### config.mk
export PLATFORM = sky130hd
export DESIGN_NAME = ahb_rr_arbiter
export DESIGN_NICKNAME = d
export VERILOG_FILES = /design/src/rtl/ahb_arb_pkg.sv /design/src/rtl/ahb_rr_picker.sv /design/src/rtl/ahb_rr_arbiter.sv
export SDC_FILE = /design/constraint.sdc
export NUM_CORES = 1
export LEC_CHECK = 0
export BUFFER_PORTS_ARGS = -buffer_cell sky130_fd_sc_hd__buf_2
export CAP_MARGIN = 20
export CORE_UTILIZATION = 45
export CTS_CLUSTER_SIZE = 16
export DETAILED_ROUTE_END_ITERATION = 16
export GPL_TIMING_DRIVEN = 0
export MAX_ROUTING_LAYER = met4
export PLACE_DENSITY = 0.7
export SLEW_MARGIN = 20
export SYNTH_ARGS = -nofsm -noshare
export SYNTH_HDL_FRONTEND = slang
export SYNTH_SLANG_ARGS = --single-unit
### constraint.sdc
create_clock -name hclk -period 2.2 [get_ports hclk]
set_clock_uncertainty 0.05 [all_clocks]
set_input_delay 0.22 -clock hclk [delete_from_list [all_inputs] [get_ports hclk]]
set_output_delay 0.22 -clock hclk [all_outputs]
set_load 0.05 [all_outputs]
### src/rtl/ahb_arb_pkg.sv
// Shared types and helpers for the N-master AHB round-robin arbiter.
package ahb_arb_pkg;

   typedef enum logic [0:0] {
      StIdle,
      StGranted
   } arb_state_e;

   localparam int unsigned PRIO_RR    = 0;
   localparam int unsigned PRIO_FIXED = 1;

   // Counter/index width that never collapses to zero bits.
   function automatic int unsigned width_of(input int unsigned n);
      return (n <= 1) ? 1 : $clog2(n);
   endfunction

endpackage

### src/rtl/ahb_rr_picker.sv
// Combinational masked priority encoder: picks the first eligible requester,
// either lowest-index (fixed) or starting just after the last owner (round-robin).
module ahb_rr_picker #(
   parameter int unsigned N     = 4,
   parameter int unsigned IDX_W = 2
) (
   input  logic [N-1:0]     req,
   input  logic [N-1:0]     excl,
   input  logic [IDX_W-1:0] last,
   input  logic             fixed_mode,
   output logic             valid,
   output logic [IDX_W-1:0] idx
);

   localparam logic [IDX_W:0] NW = (IDX_W + 1)'(N);

   logic [N-1:0]   cand;
   logic [IDX_W:0] pos;

   assign cand  = req & ~excl;
   assign valid = |cand;

   // Scan from the farthest candidate back to the nearest so the nearest wins.
   always_comb begin
      idx = '0;
      pos = '0;
      for (int k = N - 1; k >= 0; k--) begin
         if (fixed_mode) begin
            pos = (IDX_W + 1)'(k);
         end else begin
            pos = {1'b0, last} + (IDX_W + 1)'(k + 1);
            if (pos >= NW) begin
               pos = pos - NW;
            end
         end
         if (cand[pos[IDX_W-1:0]]) begin
            idx = pos[IDX_W-1:0];
         end
      end
   end

endmodule

### src/rtl/ahb_rr_arbiter.sv
// N-master AHB bus arbiter: round-robin or fixed priority, grant hold while
// hready is low, locked sequences and a fairness limit on unlocked ownership.
module ahb_rr_arbiter
   import ahb_arb_pkg::*;
#(
   parameter int unsigned NUM_MASTERS   = 4,
   parameter int unsigned SEL_W         = 2,
   parameter int unsigned PRIORITY_MODE = PRIO_RR,
   parameter int unsigned MAX_HOLD      = 8,
   localparam int unsigned IDX_W        = width_of(NUM_MASTERS)
) (
   input  logic                         hclk,
   input  logic                         hresetn,
   input  logic [NUM_MASTERS-1:0]       hreq,
   input  logic [NUM_MASTERS-1:0]       hlock,
   input  logic [NUM_MASTERS*SEL_W-1:0] sel_in,
   input  logic                         hready,
   output logic [NUM_MASTERS-1:0]       hgrant,
   output logic [IDX_W-1:0]             hmaster,
   output logic [SEL_W-1:0]             sel,
   output logic                         hmastlock
);

   localparam int unsigned      HOLD_W     = width_of(MAX_HOLD + 1);
   localparam logic [HOLD_W-1:0] HOLD_LAST = (MAX_HOLD == 0) ? '0 : HOLD_W'(MAX_HOLD - 1);
   localparam logic [HOLD_W-1:0] HOLD_SAT  = HOLD_W'(MAX_HOLD);
   localparam logic [IDX_W-1:0]  LAST_RST  = IDX_W'(NUM_MASTERS - 1);
   localparam logic              FIXED     = (PRIORITY_MODE == PRIO_FIXED);

   arb_state_e             state_q, state_d;
   logic [IDX_W-1:0]       owner_q, owner_d;
   logic [IDX_W-1:0]       last_q, last_d;
   logic [HOLD_W-1:0]      hold_q, hold_d;
   logic [NUM_MASTERS-1:0] grant_q, grant_d;
   logic [SEL_W-1:0]       sel_q, sel_d;
   logic                   lock_q, lock_d;

   logic [NUM_MASTERS-1:0] excl;
   logic                   pick_valid;
   logic [IDX_W-1:0]       pick_idx;
   logic                   own_req, own_lock, hold_expired;
   logic                   take_new, go_idle;

   // The current owner is never a candidate when re-arbitrating away from it.
   assign excl         = (state_q == StGranted) ? (NUM_MASTERS'(1) << owner_q) : '0;
   assign own_req      = hreq[owner_q];
   assign own_lock     = hlock[owner_q];
   assign hold_expired = (MAX_HOLD != 0) && (hold_q >= HOLD_LAST);

   ahb_rr_picker #(
      .N     (NUM_MASTERS),
      .IDX_W (IDX_W)
   ) u_picker (
      .req        (hreq),
      .excl       (excl),
      .last       (last_q),
      .fixed_mode (FIXED),
      .valid      (pick_valid),
      .idx        (pick_idx)
   );

   always_comb begin
      state_d  = state_q;
      owner_d  = owner_q;
      last_d   = last_q;
      hold_d   = hold_q;
      grant_d  = grant_q;
      sel_d    = sel_q;
      lock_d   = lock_q;
      take_new = 1'b0;
      go_idle  = 1'b0;

      if (hready) begin
         unique case (state_q)
            StIdle: begin
               take_new = pick_valid;
            end
            StGranted: begin
               if (own_req && own_lock) begin
                  hold_d = '0;
               end else if (!own_req) begin
                  take_new = pick_valid;
                  go_idle  = !pick_valid;
               end else if (pick_valid && hold_expired) begin
                  take_new = 1'b1;
               end else if (hold_q != HOLD_SAT) begin
                  hold_d = hold_q + HOLD_W'(1);
               end
            end
            default: begin
               go_idle = 1'b1;
            end
         endcase

         if (take_new) begin
            state_d = StGranted;
            owner_d = pick_idx;
            last_d  = pick_idx;
            hold_d  = '0;
         end else if (go_idle) begin
            state_d = StIdle;
            owner_d = '0;
            hold_d  = '0;
         end

         // Outputs are re-registered on every arbitration edge.
         if (state_d == StGranted) begin
            grant_d = NUM_MASTERS'(1) << owner_d;
            sel_d   = sel_in[owner_d*SEL_W +: SEL_W];
            lock_d  = hlock[owner_d];
         end else begin
            grant_d = '0;
            sel_d   = '0;
            lock_d  = 1'b0;
         end
      end
   end

   always_ff @(posedge hclk or negedge hresetn) begin
      if (!hresetn) begin
         state_q <= StIdle;
         owner_q <= '0;
         last_q  <= LAST_RST;
         hold_q  <= '0;
         grant_q <= '0;
         sel_q   <= '0;
         lock_q  <= 1'b0;
      end else begin
         state_q <= state_d;
         owner_q <= owner_d;
         last_q  <= last_d;
         hold_q  <= hold_d;
         grant_q <= grant_d;
         sel_q   <= sel_d;
         lock_q  <= lock_d;
      end
   end

   assign hgrant    = grant_q;
   assign hmaster   = owner_q;
   assign sel       = sel_q;
   assign hmastlock = lock_q;

endmodule

==> results.ini <==
[final_layout]
area.growth.synth_to_final_pct = 32.2
layout.nets = 241
layout_common_cells = buf_2 (27), nand2_1 (15), inv_1 (14), buf_4 (14), dfrtp_1 (12)
fillers = 278
drive_above_1_share = 0.406
diodes = 0
layout_commonest_cell = buf_2
stdcell_count = 263

[route]
met2_length_um = 2290
dr.pass1.iters = 4
wl_per_cell_um = 17.2
vias_per_cell = 6.13
ant_nets = 0
route.layer.met1.wl_um = 1900
met3WireLength_um = 257
top_layer_used = met4
drt_iter0_markers = 177
wl_um = 4540
drc_errors = 0
vias = 1613

[timing]
period_share = 1.07
min_period_ns = 2.36
setup_viol = 8
worst_pin_slew_ns = 0.586
finalMaxSlewViolations = 0
rsz0062_at_grt = yes
fin_ws_ns = -0.156
fmax_mhz = 424
hold_violations = 0
maxSlewHeadroom = 0.609

[grt]
grt_start_max_net_pins = 17
antenna_found_initial = 0
gr-usage-all-layers = 0.276
grt_pass1_wl_um = 7110
grt_pass1_vias = 1602
grt_overflow = 0

[floorplan]
ios = 28
die_area_mm2 = 0.00353
core_area_mm2 = 0.00308
start_util = 0.482
die_y_um = 59.4
row_count = 20
die_w_um = 59.4

[min_path]
hp-class = in -> reg

[run]
drv_cap = 0

[cts]
clk_latency_ns = 0.28
cts_tree = built
clock_tree.root_cell = clkbuf_4
clkSlewWorstSetupHoldPaths_ns = 0.10
clock-sinks = 16
numCtsBuffers = 3
htreeDepth = 1
clk_path_buf_depth = 2

[pwr]
leakage_nw = 0.867
pwr-share-clk = 0.071
comb_power_share = 0.731
p_total_mw = 2.79
powerDensity_mw_per_mm2 = 1430
vdd_ir_drop_max_v = 0.000823
p_seq_frac = 0.198
switching_share = 0.504
internal-power_mw = 1.39
switchingPower_mw = 1.41

[synthesis]
synth_area_mm2 = 0.00148
synth_edf_count = 0
synth-main-ff-cell = dfrtp_1
yosys.area.top_type = dfrtp_1
synth_area_leaders = dfrtp_1 (24%), mux2_2 (5.3%), nand2_1 (4.1%), dfstp_2 (3.5%), inv_1 (3.5%)
async_flop_share = 1.00
ys_seq_elements = 16
synth_nets = 195
syn_inst = 174
syn_avg_cell_area_um2 = 8.52
ys.warnings.count = 0
yosysSeqAreaShare = 0.272
synth_cell_types = 55
yosysTopAreaCellShare = 0.236

[worst_setup_path]
required_ns = 2.36
criticalPathCategory = reg -> reg
crit_path_start_kind = register
end_kind = register
crit_path_max_fanout = 4
arrival_ns = 2.52

[placement]
port-buffer-count = 26
routabilityCongestion = 0.881
dp_hpwl_um = 2960
place_inst = 244

[run_status]
status = complete, but fails checks
failed_checks = negative setup slack

-- metal layers --
layer	vias to the layer above	track usage
li1	750	-
met4	0	0.109
met5	-	-
met2	73	0.477
met1	778	0.327
met3	12	0.0284
-- metrics by stage --
| step | TNS [ns] | setup WS, ns | hold slack [ns] | util | instance area (um^2) |
|---|---|---|---|---|---|
| floorplan | -1.19 | -0.219 | -0.126 | - | 1490 |
| global placement | -1.22 | -0.236 | 0.0954 | 0.543 | 1670 |
| detailed placement | -1.57 | -0.286 | 0.103 | 0.543 | 1670 |
| CTS | -0.455 | -0.0959 | 0.313 | 0.591 | 1820 |
| global route | -1.29 | -0.194 | 0.304 | 0.637 | 1960 |
| finish | -0.799 | -0.156 | 0.312 | 0.637 | 1960 |
-- power groups by stage --
stage | logic [mW] | clock network (mW) | registers [mW]
finish | 2.04 | 0.197 | 0.554
global route | 2.17 | 0.214 | 0.569
detailed placement | 1.57 | 0 | 0.556
CTS | 1.75 | 0.199 | 0.550
floorplan | 0.985 | 0 | 0.786
global placement | 1.53 | 0 | 0.545
-- Yosys cell counts (5+ instances only) --
cell type and count:
a211oi_1 5, a21oi_1 6, dfrtp_1 14, inv_1 14, mux2_2 7, nand2_1 16, nand4_1 6, nor2_1 10
nor2b_1 7, o22ai_1 7, o31ai_1 6
-- flip-flops by register name, indices dropped and copies added, names as in the netlist --
name / count
hold_q: 4
last_q: 2
hmaster: 2
sel: 2
state_q: 1
hmastlock: 1
hgrant: 4
-- cell families (layout without fill, tap and decap cells) --
logic type,after synthesis,count (layout),synth area share
XOR/XNOR,2,2,0.0118
flip-flops,16,16,0.272
AO/OA/AOI/OAI,59,59,0.315
adder cells (fa/ha/maj),2,2,0.0169
buffers and inverters,22,67,0.0624
multiplexers,12,12,0.0987
AND/OR/NAND/NOR,61,61,0.224
-- area by class of cell --
cell class / count / area, um^2 / area share
multi-input cells: 136 / 1110 / 0.567
flip-flops and latches: 16 / 405 / 0.207
repair buffers: 41 / 249 / 0.127
well taps: 44 / 55.1 / 0.0281
inverters: 14 / 52.6 / 0.0268
plain buffers: 8 / 50.0 / 0.0255
clock buffers: 4 / 36.3 / 0.0185
-- repair_timing --
action	4_1_cts	5_1_grt
endpoints found under the setup margin	11	10
pin swaps	5	4
hold buffers	1	0
setup buffers	6	8
hold endpoints to repair	14	0
gates resized for setup	11	17
-- path summary, 6_finish.rpt --
check,cells past startpoint,endpoint,slack [ns],start
min reg2reg,2,last_q[0],0.49,last_q[0]
max in group asynchronous,2,last_q[1],1.46,hresetn
min,3,sel[1],0.31,hready
max,6,hmastlock,-0.16,hmaster[0]
max reg2reg,6,hmastlock,-0.16,hmaster[0]
min in group asynchronous,2,hgrant[0],0.33,hresetn
-- critical path, stage by stage (launching register included) --
cell and delay [ns]:
dfrtp_2 0.45, mux4_2 0.56, or2_4 0.26, a22oi_4 0.23, mux2_4 0.34, or2_4 0.25, o22ai_2 0.14
Note: power is estimated with default switching activity, not from simulation.
